File: src/rtl/i8255_pkg.sv
// Shared types and constants for the i8255 host bus interface.
// Holds the bus FSM state encoding and the register address map.
// Optional glitch filter macro: I8255_BUS_GLITCH_FILTER_EN.
package i8255_pkg;

  typedef enum logic [1:0] {
    WAIT_IDLE = 2'd0,
    IDLE      = 2'd1,
    WRITE     = 2'd2,
    READ      = 2'd3
  } bus_state_t;

  localparam logic [1:0] I8255_PORT_A = 2'b00;
  localparam logic [1:0] I8255_PORT_B = 2'b01;
  localparam logic [1:0] I8255_PORT_C = 2'b10;
  localparam logic [1:0] I8255_CTRL   = 2'b11;

endpackage

File: src/rtl/i8255_sync.sv
// Strobe synchroniser: SYNC_STAGES flops resetting to 1 (inactive).
// Latency: SYNC_STAGES cycles, plus FILTER_LEN when I8255_BUS_GLITCH_FILTER_EN is defined.
// With the filter, the output changes only after FILTER_LEN consecutive identical samples.
module i8255_sync #(
  parameter int SYNC_STAGES = 2,
  parameter int FILTER_LEN  = 3
) (
  input  logic clk,
  input  logic reset_n,
  input  logic async_i,
  output logic sync_o
);

  logic [SYNC_STAGES-1:0] sync_q;
  logic                   raw;

  // Shift the asynchronous strobe through the metastability chain
  always_ff @(posedge clk or negedge reset_n) begin
    if (!reset_n) begin
      sync_q <= '1;
    end else begin
      sync_q <= {sync_q[SYNC_STAGES-2:0], async_i};
    end
  end

  assign raw = sync_q[SYNC_STAGES-1];

`ifdef I8255_BUS_GLITCH_FILTER_EN
  localparam int CW = (FILTER_LEN > 1) ? $clog2(FILTER_LEN) : 1;

  logic          filt_q;
  logic [CW-1:0] cnt_q;

  // Flip the filtered level only after FILTER_LEN consecutive samples disagree with it
  always_ff @(posedge clk or negedge reset_n) begin
    if (!reset_n) begin
      filt_q <= 1'b1;
      cnt_q  <= '0;
    end else if (raw == filt_q) begin
      cnt_q  <= '0;
    end else if (cnt_q == CW'(FILTER_LEN - 1)) begin
      filt_q <= raw;
      cnt_q  <= '0;
    end else begin
      cnt_q  <= cnt_q + 1'b1;
    end
  end

  assign sync_o = filt_q;
`else
  assign sync_o = raw;
`endif

endmodule

File: src/rtl/i8255_bus_if.sv
// Host-side 8080-style bus interface: synchronises CS_n/RD_n/WR_n and issues one-cycle cs/wr/rd pulses.
// Latency: wr commits SYNC_STAGES+1 edges after the strobe rises; rd/oe rise SYNC_STAGES+1 edges after it falls.
// No backpressure; host must respect minimum strobe low/high times. Filter macro: I8255_BUS_GLITCH_FILTER_EN.
module i8255_bus_if
  import i8255_pkg::*;
#(
  parameter int SYNC_STAGES = 2,
  parameter int FILTER_LEN  = 3
) (
  input  logic       clk,
  input  logic       reset_n,
  input  logic       bus_cs_n,
  input  logic       bus_rd_n,
  input  logic       bus_wr_n,
  input  logic [1:0] bus_a,
  input  logic [7:0] bus_d_in,
  output logic [7:0] bus_d_out,
  output logic       bus_d_oe,
  output logic       bus_err,
  output logic       cs,
  output logic       wr,
  output logic       rd,
  output logic [1:0] a,
  output logic [7:0] din,
  input  logic [7:0] core_dout
);

  // The synchroniser flops reset to "inactive", so right after reset they claim
  // the bus is idle even if the host is mid-strobe. Hold WAIT_IDLE until the real
  // pin level has had time to reach the FSM, so an in-flight transaction is dropped.
`ifdef I8255_BUS_GLITCH_FILTER_EN
  localparam int SETTLE = SYNC_STAGES + FILTER_LEN;
`else
  localparam int SETTLE = SYNC_STAGES;
`endif
  localparam int SW = $clog2(SETTLE + 1);

  logic cs_n_s, rd_n_s, wr_n_s;
  logic s_wr, s_rd;

  bus_state_t state_q, state_d;
  logic [SW-1:0] settle_q;
  logic          settle_done;

  logic       cs_q, cs_d;
  logic       wr_q, wr_d;
  logic       rd_q, rd_d;
  logic [1:0] a_q, a_d;
  logic [7:0] din_q, din_d;
  logic [7:0] dout_q, dout_d;
  logic       oe_q, oe_d;
  logic       err_q, err_d;

  i8255_sync #(.SYNC_STAGES(SYNC_STAGES), .FILTER_LEN(FILTER_LEN)) u_sync_cs (
    .clk(clk), .reset_n(reset_n), .async_i(bus_cs_n), .sync_o(cs_n_s)
  );
  i8255_sync #(.SYNC_STAGES(SYNC_STAGES), .FILTER_LEN(FILTER_LEN)) u_sync_rd (
    .clk(clk), .reset_n(reset_n), .async_i(bus_rd_n), .sync_o(rd_n_s)
  );
  i8255_sync #(.SYNC_STAGES(SYNC_STAGES), .FILTER_LEN(FILTER_LEN)) u_sync_wr (
    .clk(clk), .reset_n(reset_n), .async_i(bus_wr_n), .sync_o(wr_n_s)
  );

  assign s_wr = !cs_n_s && !wr_n_s;
  assign s_rd = !cs_n_s && !rd_n_s;

  assign settle_done = (settle_q == SW'(SETTLE));

  // Count cycles since reset release until the synchronised strobes are trustworthy
  always_ff @(posedge clk or negedge reset_n) begin
    if (!reset_n) begin
      settle_q <= '0;
    end else if (!settle_done) begin
      settle_q <= settle_q + 1'b1;
    end
  end

  // FSM state register
  always_ff @(posedge clk or negedge reset_n) begin
    if (!reset_n) begin
      state_q <= WAIT_IDLE;
    end else begin
      state_q <= state_d;
    end
  end

  // FSM next-state logic
  always_comb begin
    state_d = state_q;
    case (state_q)
      WAIT_IDLE: if (settle_done && !s_wr && !s_rd) state_d = IDLE;
      IDLE: begin
        if (s_wr && s_rd) state_d = IDLE;
        else if (s_wr)    state_d = WRITE;
        else if (s_rd)    state_d = READ;
      end
      WRITE:   if (!s_wr) state_d = IDLE;
      READ:    if (!s_rd) state_d = IDLE;
      default: state_d = WAIT_IDLE;
    endcase
  end

  // FSM output logic: next values for the registered core and pad outputs
  always_comb begin
    cs_d   = 1'b0;
    wr_d   = 1'b0;
    rd_d   = 1'b0;
    oe_d   = 1'b0;
    a_d    = a_q;
    din_d  = din_q;
    dout_d = dout_q;
    err_d  = err_q;
    case (state_q)
      IDLE: begin
        if (s_wr && s_rd) begin
          err_d = 1'b1;
        end else if (!s_wr && s_rd) begin
          // Read is issued to the core on entry so data is ready while RD_n is low
          a_d  = bus_a;
          cs_d = 1'b1;
          rd_d = 1'b1;
          oe_d = 1'b1;
        end
      end
      WRITE: begin
        // Track the host bus; the trailing-edge sample is what gets committed
        a_d   = bus_a;
        din_d = bus_d_in;
        if (s_rd) err_d = 1'b1;
        if (!s_wr) begin
          cs_d = 1'b1;
          wr_d = 1'b1;
        end
      end
      READ: begin
        dout_d = core_dout;
        oe_d   = s_rd;
      end
      default: ;
    endcase
  end

  // Output registers
  always_ff @(posedge clk or negedge reset_n) begin
    if (!reset_n) begin
      cs_q   <= 1'b0;
      wr_q   <= 1'b0;
      rd_q   <= 1'b0;
      a_q    <= I8255_PORT_A;
      din_q  <= 8'h00;
      dout_q <= 8'h00;
      oe_q   <= 1'b0;
      err_q  <= 1'b0;
    end else begin
      cs_q   <= cs_d;
      wr_q   <= wr_d;
      rd_q   <= rd_d;
      a_q    <= a_d;
      din_q  <= din_d;
      dout_q <= dout_d;
      oe_q   <= oe_d;
      err_q  <= err_d;
    end
  end

  assign cs        = cs_q;
  assign wr        = wr_q;
  assign rd        = rd_q;
  assign a         = a_q;
  assign din       = din_q;
  assign bus_d_out = dout_q;
  assign bus_d_oe  = oe_q;
  assign bus_err   = err_q;

endmodule

File: config.mk
export PLATFORM = sky130hd
export DESIGN_NAME = i8255_bus_if
export DESIGN_NICKNAME = d
export VERILOG_FILES = /design/src/rtl/i8255_pkg.sv /design/src/rtl/i8255_sync.sv /design/src/rtl/i8255_bus_if.sv
export SDC_FILE = /design/constraint.sdc
export NUM_CORES = 1
export LEC_CHECK = 0
export BUFFER_PORTS_ARGS = -buffer_cell sky130_fd_sc_hd__buf_2
export CORE_MARGIN = 3
export CORE_UTILIZATION = 48
export CTS_CLUSTER_DIAMETER = 30
export DETAILED_ROUTE_END_ITERATION = 10
export GPL_TIMING_DRIVEN = 0
export PLACE_DENSITY_LB_ADDON = 0.12
export SLEW_MARGIN = 40
export SYNTH_ARGS = -nofsm -noshare
export SYNTH_HDL_FRONTEND = slang
export SYNTH_SLANG_ARGS = --single-unit
File: constraint.sdc
create_clock -name clk -period 2.2 [get_ports clk]
set_clock_uncertainty 0.2 [all_clocks]
set_input_delay 0.44 -clock clk [delete_from_list [all_inputs] [get_ports clk]]
set_output_delay 0.44 -clock clk [all_outputs]
set_load 0.05 [all_outputs]
==> results.ini, run 1 <==
[clock_network]
cts-hold-fix-buffers = 2
cts.sinks = 33
numCtsBuffers = 5
cts_tree = built
cts_resized = 0
clkSlewWorstSetupHoldPaths_ps = 100
cts_root_buf = clkbuf_4
clockBufferDepth = 2
clkLatencyLatePin_ps = 320
postCtsSetupRepairBufs = 0
htree_num_levels = 2

[critical_path]
crit_type = flop to flop
crit_required_ps = 2210
critPathLaunchType = flop
crit_arrival_ps = 1900
cp_max_fo = 4
endpoint_kind = flop

[status]
status = finished, final reports clean

[global_route]
grt_pass1_wl_um = 3720
gr-usage-met3_pct = 5.04
overflow = 0
grt_pass1_vias = 854
antenna_found_initial = 0
met1_usage_pct = 16.6
grt_max_degree = 34
grt-busiest-layer = met2
grt_use_met2_pct = 24.1
grt_usage_pct = 14.2

[floorplanning]
die_w_um = 58.8
die-area_sq_um = 3450
num_io_pins = 46
core_sq_um = 2570
start_util_pct = 52.0
die_h_um = 58.8
placementRows = 18

[layout]
drive_above_1_share_pct = 56.7
areaGrowthSynthToFinish_pct = 27.9
regArea_sq_um = 833
stdcell_count = 180
multi_input_area_sq_um = 455
final_nets = 177
nFillCells = 201
antenna_cells = 0

[synthesis]
synth-edff-count = 0
yosys-top-cells-area = dfrtp_1 (51%), mux2_2 (13%), dfstp_2 (12%)
synth_area_sq_um = 1340
synth_top_area_share_pct = 50.6
yosysSeqAreaShare_pct = 62.4
ys_warn_count = 0
synth_top_cells_by_count = dfrtp_1 (27), mux2_2 (16), dfstp_2 (6)
synthArstFlopShare_pct = 100
synthCells = 93
synthesis.nets = 121
synth_ff_type = dfrtp_1
synth_top_cell_by_area = dfrtp_1
synth_seq_cells = 33
syn_avg_cell_area_sq_um = 14.4
yosysMostFrequentCell = dfrtp_1
ys_types = 26

[min_path]
min_path_type = input pin to flop

[sta]
finalSetupViolCount = 0
drv_slew = 0
hold_viol = 0
max_freq_mhz = 529
fin_setup_tns_ps = 0
rsz0062_at_grt = no
fin_crit_sh_pct = 85.9
final.min_clock_period_ps = 1890
relSlewSlack_pct = 54.7
worst_slew_pin_slew_ps = 679

[route]
drt_iter0_markers = 18
vias_per_cell = 4.92
vias = 886
wirelength_um = 2260
drt_pass1_iterations = 3
ant_nets = 0
wl_per_cell_um = 12.6
remaining_drc_errors = 0

[place]
finalWeightedCongestion = 0.877
portBuffers = 45
place_hpwl_um = 1650
dp.cells = 168

[power_and_ir_drop]
pwr-share-clk_pct = 14.7
p_sw_mw = 1.19
sequentialPowerShare_pct = 35.0
total_power_mw = 2.56
comb_power_share_pct = 50.2
leakagePower_nw = 0.850
p_per_area_nw_per_um2 = 1500
swShare_pct = 46.4
intPower_mw = 1.37
vdd_ir_drop_max_mv = 0.964

[flow_run]
drv_cap = 0

[cells in the final DEF (no fill, tap or decap), drive strengths merged, types with 2 or more instances in the layout]
| cell | n |
|---|---|
| o21ai | 3 |
| dfrtp | 27 |
| ha | 5 |
| dfstp | 6 |
| xnor2 | 2 |
| inv | 6 |
| buf | 50 |
| a21oi | 2 |
| mux2 | 18 |
| clkbuf | 7 |
| a21o | 2 |
| nand2 | 3 |
| dlygate4sd3 | 4 |
| nor4 | 2 |
| a22oi | 2 |
| nor3 | 2 |
[per-stage QoR]
step | worst slack (ps) | hold WS [ps] | util (%) | instance area, sq um
floorplan | 483 | -55.6 | - | 1340
global placement | 393 | 146 | 62.3 | 1600
detailed placement | 313 | 147 | 62.3 | 1600
CTS | 308 | 0.915 | 65.8 | 1690
global route | 220 | 110 | 66.6 | 1710
finish | 311 | 126 | 66.6 | 1710
[logic make-up (layout without fill, tap and decap cells)]
logic type                 Yosys count  count (layout)  share of synthesized area, %
AOI/OAI and AO/OA                   15              15                          8.43
xor gates and xnor gates             2               2                          1.31
adders and majority gates            5               5                          4.68
buffers and inverters               11              68                          3.56
DFF                                 33              33                          62.4
muxes                               18              18                          15.2
and+or+nand+nor                      9               9                          4.49
[area by class of cell]
cell class | count | share of cell area (%)
flip-flops and latches | 33 | 48.8
well taps | 30 | 2.20
clock inverters | 1 | 0.293
clock buffers | 7 | 3.81
plain buffers | 5 | 1.46
inverters | 6 | 1.32
repair buffers | 49 | 15.5
multi-input cells | 49 | 26.6
[power by group through the flow]
stage                     Clock, mW  Combinational [mW]  Sequential (mW)
after floorplan                   0               0.366             1.54
after global placement            0                1.27            0.897
after detailed placement          0                1.29            0.911
after CTS                     0.386                1.30            0.899
after global routing          0.416                1.36            0.924
final                         0.377                1.28            0.895
[final timing paths]
path | startpoint | to | slack (ps) | cells past startpoint
worst min-delay path | bus_a[1] | a[1]$_DFFE_PN0P_ | 130 | 2
min in group asynchronous | reset_n | a[1]$_DFFE_PN0P_ | 480 | 2
worst min register to register | u_sync_rd.sync_q[0]$_DFF_PN1_ | u_sync_rd.sync_q[1]$_DFF_PN1_ | 160 | 0
worst max register to register | state_q[1]$_DFFE_PN0P_ | a[0]$_DFFE_PN0P_ | 310 | 6
max in group asynchronous | reset_n | bus_d_out[1]$_DFFE_PN0N_ | 860 | 2
worst max-delay path | state_q[1]$_DFFE_PN0P_ | a[0]$_DFFE_PN0P_ | 310 | 6
[state kept, by name, summed over array words and instances (netlist names)]
signal            count
bus_d_out             8
din                   8
a                     2
settle_q              2
state_q               2
u_sync_cs.sync_q      2
u_sync_rd.sync_q      2
u_sync_wr.sync_q      2
bus_d_oe              1
bus_err               1
cs                    1
rd                    1
wr                    1
[layer usage]
layer	part of all wire, %	routed length (um)	vias up
li1	-	-	433
met3	5.9	134	2
met5	0	0	-
met1	41	934	426
met2	52	1180	25
met4	0.53	12	0
[worst max-delay path, stage by stage, from the launching register on]
cell     delay (ps)
dfrtp_1         430
inv_1           110
ha_1            250
inv_2           100
nor4_4          310
a21oi_2          70
mux2_1          310
Power figures use the tool's default switching activity.
==> run 2, diff against run 1 <==
--- a/config.mk
+++ b/config.mk
@@ -8,9 +8,10 @@
 export BUFFER_PORTS_ARGS = -buffer_cell sky130_fd_sc_hd__buf_2
 export CORE_MARGIN = 3
-export CORE_UTILIZATION = 48
+export CORE_UTILIZATION = 44
 export CTS_CLUSTER_DIAMETER = 30
 export DETAILED_ROUTE_END_ITERATION = 10
 export GPL_TIMING_DRIVEN = 0
 export PLACE_DENSITY_LB_ADDON = 0.12
+export SETUP_SLACK_MARGIN = 0.02
 export SLEW_MARGIN = 40
 export SYNTH_ARGS = -nofsm -noshare
==> constraint.sdc (replaced) <==
create_clock -name clk -period 1.6 [get_ports clk]
set_clock_uncertainty 0.2 [all_clocks]
set_input_delay 0.24 -clock clk [delete_from_list [all_inputs] [get_ports clk]]
set_output_delay 0.24 -clock clk [all_outputs]
set_load 0.05 [all_outputs]
==> run 2 against run 1 <==
Compared with the run above:
- critical path depth stayed put
- worst setup slack worse by 390 ps
- design area rose by 25%
- sequential share of layout area fell by 9.7 points
- non-clock buffer count up 27
- highest routed layer unchanged
- power increased by 61%
- worst hold slack improved by 35 ps
- register-to-register slack lost 390 ps
- routed wire length is 34% higher
- cell count grew 16%
- fmax grew 13%
- the run now ends with setup timing left
==> results.ini, run 2 (synthesis gave the netlist of run 1 again) <==
[status]
status = complete, but fails checks
violations = setup timing

[floorplanning]
start_util_pct = 47.2  ; -4.8 points
core_sq_um = 2830  ; +10%
num_io_pins = 46  ; unchanged
die-area_sq_um = 3730  ; +8.2%
die_w_um = 61.1  ; +4.0%
die_h_um = 61.1  ; +4.0%
placementRows = 19  ; +1

[place]
place_hpwl_um = 1770  ; +7.1%
finalWeightedCongestion = 0.736  ; -16%
dpl_cell_area_sq_um = 1620  ; +1.4%
portBuffers = 45  ; unchanged

[route]
wirelength_um = 3030  ; +34%
vias_per_cell = 5.06  ; +2.8%
wl_met1_um = 1210  ; +30%
met2_wirelength_um = 1610  ; +37%
drt_pass1_iterations = 4  ; +1
ant_nets = 0  ; unchanged
routed.top_layer = met4
wl_per_cell_um = 14.6  ; +16%
drt_iter0_markers = 23  ; +5
wl_met3_um = 143  ; +6.7%
remaining_drc_errors = 0  ; unchanged
vias = 1053  ; +19%

[layout]
final_nets = 204  ; +15%
fin_util_pct = 75.5  ; +9.0 points
drive_above_1_share_pct = 61.0  ; +4.4 points
antenna_cells = 0  ; unchanged
areaGrowthSynthToFinish_pct = 59.9
layout_commonest_cell = buf_2
fin_area_sq_um = 2140  ; +25%
mostFrequentLayoutCells = buf_2 (46), dfrtp_1 (26), dlygate4sd3_1 (22), mux2_4 (10), mux2_2 (8)

[global_route]
grt_usage_pct = 17.1  ; +2.9 points
grt_max_degree = 34  ; unchanged
overflow = 0  ; unchanged
antenna_found_initial = 0  ; unchanged
grt_pass1_wl_um = 4610  ; +24%
grt_pass1_vias = 1059  ; +24%

[clock_network]
cts_root_buf = clkbuf_4
htree_num_levels = 2  ; unchanged
clkLatencyLatePin_ps = 340  ; +20 ps
clkSlewWorstSetupHoldPaths_ps = 110  ; about the same
cts.sinks = 33  ; unchanged
cts_tree = built
numCtsBuffers = 5  ; unchanged
clockBufferDepth = 2  ; unchanged

[critical_path]
cp_top_family = flip-flops
cp_max_fo = 4  ; unchanged
cp_slowest_cell = dfrtp_1
crit_arrival_ps = 1710  ; -190 ps
crit_required_ps = 1630  ; -580 ps
crit_type = flop to flop
path_buf_inv = 2  ; unchanged
critPathLaunchType = flop
endpoint_kind = flop
path_cells = buf_6 -> ha_4 -> inv_4 -> nor4_4 -> a21oi_2 -> mux2_4
cp_slowest_stage_delay_ps = 440  ; about the same

[sta]
rsz0062_at_grt = yes
worst_slew_pin_slew_ps = 696  ; +16.4 ps
setup_ws_ps = -75.1  ; -386 ps
finalSetupViolCount = 4  ; +4
drv_slew = 0  ; unchanged
final.min_clock_period_ps = 1680  ; -214 ps
relSlewSlack_pct = 53.6  ; -1.1 points
fin_crit_sh_pct = 105  ; +19 points
max_freq_mhz = 597  ; +13%
hold_viol = 0  ; unchanged

[power_and_ir_drop]
leakagePower_nw = 1.02  ; +19%
p_per_area_nw_per_um2 = 1920  ; +29%
vdd_ir_drop_max_mv = 1.39  ; +44%

[flow_run]
drv_cap = 0  ; unchanged

[min_path]
min_path_type = flop to flop

## run 2: power breakdown
| group | internal [mW] | switching (mW) |
|---|---|---|
| logic | 0.839 | 1.37 |
| registers | 1.11 | 0.158 |
| clock network | 0.331 | 0.304 |
## run 2: timing repair
item                       4_1_cts  5_1_grt
pin swaps                        0        6
setup buffers                    3        7
gates resized for setup         13       17
setup endpoints to repair       14       14
hold endpoints to repair        48        0
gates cloned                     0        1
hold buffers                    22        0
## run 2: final cells by class
cell class | instances | area, sq um
repair buffers | 78 | 566
plain buffers | 3 | 31.3
flip-flops and latches | 33 | 835
inverters | 6 | 27.5
well taps | 31 | 38.8
clock inverters | 3 | 46.3
fillers | 172 | 692
multi-input cells | 49 | 556
clock buffers | 5 | 37.5
## run 2: worst paths after layout
path / slack (ps) / startpoint / cells past startpoint / endpoint
max in group asynchronous: 450 / reset_n / 2 / state_q[1]$_DFFE_PN0P_
min: 160 / u_sync_wr.sync_q[0]$_DFF_PN1_ / 0 / u_sync_wr.sync_q[1]$_DFF_PN1_
min in group asynchronous: 270 / reset_n / 2 / settle_q[1]$_DFFE_PN0P_
max reg2reg: -80 / state_q[0]$_DFFE_PN0P_ / 6 / a[0]$_DFFE_PN0P_
min reg2reg: 160 / u_sync_wr.sync_q[0]$_DFF_PN1_ / 0 / u_sync_wr.sync_q[1]$_DFF_PN1_
max: -80 / state_q[0]$_DFFE_PN0P_ / 6 / a[0]$_DFFE_PN0P_
## run 2: through the flow
| step | TNS [ps] | total power, mW | cells | setup WS (ps) | hold slack (ps) |
|---|---|---|---|---|---|
| 5_1_grt | -508 | 4.30 | 208 | -132 | 164 |
| 4_1_cts | -202 | 3.84 | 201 | -62.0 | 163 |
| 6_report | -243 | 4.11 | 208 | -75.1 | 161 |
| 3_5_place_dp | -1960 | 3.06 | 169 | -188 | 129 |
| 3_3_place_gp | -1380 | 3.01 | 169 | -135 | 123 |
| 2_1_floorplan | -203 | 2.64 | 93 | -24.5 | -256 |
## run 2: per-layer routing
layer / track usage (%) / vias to the layer above
li1: - / 490
met1: 19.5 / 521
met2: 29.2 / 34
met3: 4.61 / 8
met4: 9.29 / 0
met5: 0 / -
